==> src/rtl/sub_serial.sv <==
// sub_serial: bit-serial unsigned subtractor, one bit per clock, LSB first.
// d = a - b - bin mod 2^(WIDTH+1); d[WIDTH] is the final borrow-out.
//
// Ports:
//   clk    in   clock, rising edge
//   rst_n  in   async active-low reset
//   start  in   begin an operation (ignored while busy)
//   a, b   in   WIDTH-bit unsigned minuend / subtrahend
//   bin    in   borrow-in
//   busy   out  high while bits are being shifted
//   done   out  one-cycle pulse with a fresh d
//   d      out  {borrow, difference}, held between results
module sub_serial #(
  parameter int WIDTH = 4
) (
  input  logic             clk,
  input  logic             rst_n,
  input  logic             start,
  input  logic [WIDTH-1:0] a,
  input  logic [WIDTH-1:0] b,
  input  logic             bin,
  output logic             busy,
  output logic             done,
  output logic [WIDTH:0]   d
);

  localparam int CW = (WIDTH > 2) ? $clog2(WIDTH) : 1;
  localparam logic [CW-1:0] LAST = CW'(WIDTH - 1);

  typedef enum logic [1:0] {
    IDLE  = 2'd0,
    SHIFT = 2'd1,
    DONE  = 2'd2
  } state_t;

  state_t          state;
  logic [WIDTH-1:0] a_q;
  logic [WIDTH-1:0] b_q;
  logic [CW-1:0]   cnt;
  logic            br;

  logic            dk;
  logic            br_n;

  // a_q doubles as the result shifter: the low operand bit
  // is consumed and the new difference bit enters at the top,
  // so after WIDTH shifts it holds the whole difference.
  assign dk   = a_q[0] ^ b_q[0] ^ br;
  assign br_n = (~a_q[0] & b_q[0])
              | (~(a_q[0] ^ b_q[0]) & br);

  always_ff @(posedge clk or negedge rst_n) begin
    if (!rst_n) begin
      state <= IDLE;
      a_q   <= '0;
      b_q   <= '0;
      cnt   <= '0;
      br    <= 1'b0;
      busy  <= 1'b0;
      done  <= 1'b0;
      d     <= '0;
    end else begin
      case (state)
        IDLE, DONE: begin
          if (start) begin
            a_q   <= a;
            b_q   <= b;
            br    <= bin;
            cnt   <= '0;
            state <= SHIFT;
            busy  <= 1'b1;
            done  <= 1'b0;
          end else begin
            state <= IDLE;
            busy  <= 1'b0;
            done  <= 1'b0;
          end
        end
        SHIFT: begin
          a_q <= {dk, a_q[WIDTH-1:1]};
          b_q <= b_q >> 1;
          br  <= br_n;
          cnt <= cnt + CW'(1);
          if (cnt == LAST) begin
            d     <= {br_n, dk, a_q[WIDTH-1:1]};
            state <= DONE;
            busy  <= 1'b0;
            done  <= 1'b1;
          end
        end
        default: begin
          state <= IDLE;
          busy  <= 1'b0;
          done  <= 1'b0;
        end
      endcase
    end
  end

endmodule

==> config.mk <==
export PLATFORM = sky130hd
export DESIGN_NAME = sub_serial
export DESIGN_NICKNAME = d
export VERILOG_FILES = /design/src/rtl/sub_serial.sv
export SDC_FILE = /design/constraint.sdc
export NUM_CORES = 1
export LEC_CHECK = 0
export CAP_MARGIN = 10
export CORE_MARGIN = 1.5
export CORE_UTILIZATION = 50
export DETAILED_ROUTE_END_ITERATION = 10
export PLACE_DENSITY = 0.89
export SETUP_SLACK_MARGIN = 0.05
export SYNTH_ARGS = -nofsm -noshare
export SYNTH_HDL_FRONTEND = slang
export SYNTH_SLANG_ARGS = --single-unit
==> constraint.sdc <==
create_clock -name clk -period 1.8 [get_ports clk]
set_input_delay 0.36 -clock clk [delete_from_list [all_inputs] [get_ports clk]]
set_output_delay 0.36 -clock clk [all_outputs]
set_load 0.02 [all_outputs]
==> results.py, run 1 <==
metrics = {
    "status": {
        "run_status": "finished clean",
    },
    "route": {
        "vias_per_cell": 5.19,
        "vias": 659,
        "ant_nets": 0,
        "drc": 0,
        "drt_iter0_markers": 4,
        "drtPass1Iterations": 4,
        "totalWireLength_um": 1670,
        "wl_per_cell_um": 13.1,
    },
    "hold_path": {
        "hold_path.class": "input pin to async pin",
    },
    "synth": {
        "syn_nets": 96,
        "ys_seq_area_share_pct": 48.4,
        "yosysWarningCount": 0,
        "yosysTopAreaCellShare_pct": 48.4,
        "synth.largest_area_cell": "dfrtp_1",
        "ys_top_cells_by_area": "dfrtp_1, mux2i_1, a211oi_1",
        "ys_types": 24,
        "syn_area_um2": 982,
        "synth_area_per_cell_um2": 12.0,
        "syn_inst": 82,
        "yosys_register_bits": 19,
    },
    "setup_path": {
        "cp-start-kind": "flop",
        "cp.arrival_ns": 1.30,
        "cpLargestDelayFamily": "buffers and inverters",
        "cp.required_ns": 1.44,
        "slowest_delay_ns": 0.62,
        "crit_buf_inv": 1,
        "r2r_cells": 3,
        "cp_cell_sequence": "clkdlybuf4s50_1",
        "end_kind": "output pin",
        "r2r-start": "a_q[0]$_DFFE_PN0P_",
        "cpMaxStageDelayCell": "clkdlybuf4s50_1",
        "path_class": "flop to output pin",
        "timing.rr.end": "br$_DFFE_PN0P_",
        "r2r_setup_slack_ns": 0.45,
        "crit_fanout": 2,
    },
    "global_routing": {
        "grt_pass1_wl_um": 2600,
        "grt_remaining_overflow": 0,
        "grt_usage_pct": 17.5,
        "grt_pass1_vias": 595,
        "antenna_found_initial": 0,
        "grt_max_degree": 24,
    },
    "timing": {
        "finClkSkew_ns": 0.00314,
        "hold_viol": 0,
        "maxSlewHeadroom_pct": 83.4,
        "rsz0062_at_grt": "false",
        "worstMarginPinSlew_ns": 0.249,
        "finalCriticalPeriod_ns": 1.66,
        "setup_slack_ns": 0.137,
        "finalMaxSlewViolations": 0,
        "setup_viol": 0,
        "fin_crit_sh_pct": 92.4,
        "max_freq_mhz": 601,
        "fin_setup_tns_ns": 0,
    },
    "placement": {
        "dpl_worst_slack_ns": 0.274,
        "place.gp.congestion": 0.699,
        "hpwl_um": 1180,
        "port_buffers": 18,
    },
    "floorplanning": {
        "design.die.area_um2": 2240,
        "die_x_um": 47.3,
        "start_util_pct": 55.1,
        "coreArea_um2": 1780,
        "io_pins": 19,
        "placementRows": 15,
        "die-height_um": 47.3,
    },
    "clock_tree": {
        "hold_buffers": 0,
        "cts_made_buffers": 3,
        "clkTransAtPathRegs_ns": 0.11,
        "clk_latency_ns": 0.31,
        "cts_tree": "done",
        "cts_num_sinks": 19,
        "cts-root-buf": "clkbuf_4",
        "post_cts.repair.setup_buffers": 0,
        "clockBufferDepth": 2,
        "cts-resized-gates": 0,
        "htree_levels": 1,
    },
    "flow_run": {
        "cap_viol_max_count": 0,
    },
    "pwr": {
        "p_total_mw": 2.03,
        "p_leak_nw": 0.525,
        "power.density_nw_per_um2": 1690,
        "ir_drop_v": 0.00104,
    },
    "layout": {
        "drive_above_1_share_pct": 14.7,
        "antennaDiodeCount": 0,
        "synthToLayoutAreaGrowth_pct": 22.5,
        "fill_cells": 135,
        "nNetsFinal": 117,
    },
}
==> routing by layer <==
metal / vias up / part of all wire, % / track usage, %
li1: 328 / - / -
met1: 307 / 46 / 20.4
met2: 19 / 46 / 27.0
met3: 5 / 4.6 / 5.77
met4: 0 / 2.7 / 11.7
met5: - / 0 / 0
==> registers in the layout, indices dropped and copies added (netlist names) <==
name,flops
a_q,4
b_q,4
br,1
busy,1
cnt,2
d,5
done,1
state,1
==> power by group <==
part	total [mW]	switching (mW)	internal (mW)
Sequential	0.792	0.155	0.637
Combinational	1.01	0.463	0.549
Clock	0.223	0.140	0.0832
==> Yosys cell counts (all sizes together) <==
| master | instances |
|---|---|
| dfrtp | 19 |
| a211oi | 8 |
| a21oi | 8 |
| mux2i | 8 |
| nor2b | 8 |
| buf | 6 |
| mux2 | 6 |
| inv | 4 |
| o21ai | 3 |
| a22o | 2 |
| nand2b | 2 |
| fa | 1 |
| ha | 1 |
| nand2 | 1 |
| nand3 | 1 |
| nand3b | 1 |
| nor2 | 1 |
| o31ai | 1 |
| xnor2 | 1 |
==> through the flow <==
| stage | cell area, um^2 | cells | util (%) | hold slack (ns) |
|---|---|---|---|---|
| floorplan | 982 | 82 | - | 0.0644 |
| global placement | 1180 | 123 | 66.0 | 0.462 |
| detailed placement | 1180 | 123 | 66.0 | 0.498 |
| CTS | 1200 | 127 | 67.5 | 0.371 |
| global route | 1200 | 127 | 67.5 | 0.394 |
| finish | 1200 | 127 | 67.5 | 0.378 |
==> cell type report <==
type,instances,area [um^2],area share [%]
clock buffer,3,22.5,1.87
sequential,19,475,39.5
timing repair buffer,22,210,17.5
inverter,4,15.0,1.25
tap,25,31.3,2.60
multi-input combinational,53,444,36.9
clock inverter,1,5.00,0.416
==> cell usage in the layout, fill, tap and decap left out, types with 2 or more instances in the layout <==
cell / synthesis / final
a21oi_1: 8 / 8
dfrtp_1: 19 / 19
inv_1: 4 / 4
buf_4: 2 / 4
mux2i_1: 8 / 8
nand2b_1: 2 / 2
a22o_1: 2 / 2
mux2_4: 4 / 4
clkdlybuf4s50_1: 0 / 18
o21ai_0: 2 / 2
a211oi_1: 8 / 8
clkbuf_4: 0 / 3
nor2b_1: 8 / 8
==> kinds of logic after synthesis <==
logic type	synth area share [%]
AND/OR/NAND/NOR	9.68
XOR/XNOR	0.892
multiplexers	16.6
adder cells (fa/ha/maj)	3.31
flip-flops	48.4
buffers and inverters	6.37
AO/OA/AOI/OAI	14.8
==> worst max-delay path by stage <==
stage | startpoint | to | depth (start not counted)
2_1_floorplan | cnt[0]$_DFFE_PN0P_ | cnt[1]$_DFFE_PN0P_ | 3
3_3_place_gp | start | b_q[1]$_DFFE_PN0P_ | 5
3_5_place_dp | start | a_q[3]$_DFFE_PN0P_ | 5
4_1_cts | d[3]$_DFFE_PN0P_ | d[3] | 1
5_1_grt | d[3]$_DFFE_PN0P_ | d[3] | 1
6_report | d[3]$_DFFE_PN0P_ | d[3] | 1
No activity file was read; power rests on OpenSTA's default activity.
==> run 2, diff against run 1 <==
- TNS_END_PERCENT: not set -> 30
- clock period: 1.8 -> 1.85 ns (I/O delays scaled with it)
==> results of run 2 <==
The final DEF is identical to that of run 1. Status: finished clean.
Among the figures that moved: setup slack after placement 0.274 ns -> 0.314 ns; setup slack after layout 0.137 ns -> 0.177 ns; hold slack 0.378 ns -> 0.388 ns; register-to-register setup slack 0.45 ns -> 0.50 ns; total power 2.03 mW -> 1.97 mW; worst IR drop on VDD 0.00104 V -> 0.00101 V
==> run 3, diff against run 2 <==
- SETUP_SLACK_MARGIN: 0.05 -> not set
==> results of run 3 <==
The final DEF is identical to that of run 1. Status: finished clean.
Among the figures that moved: setup slack after placement 0.274 ns -> 0.314 ns; setup slack after layout 0.137 ns -> 0.177 ns; hold slack 0.378 ns -> 0.388 ns; register-to-register setup slack 0.45 ns -> 0.50 ns; total power 2.03 mW -> 1.97 mW; worst IR drop on VDD 0.00104 V -> 0.00101 V
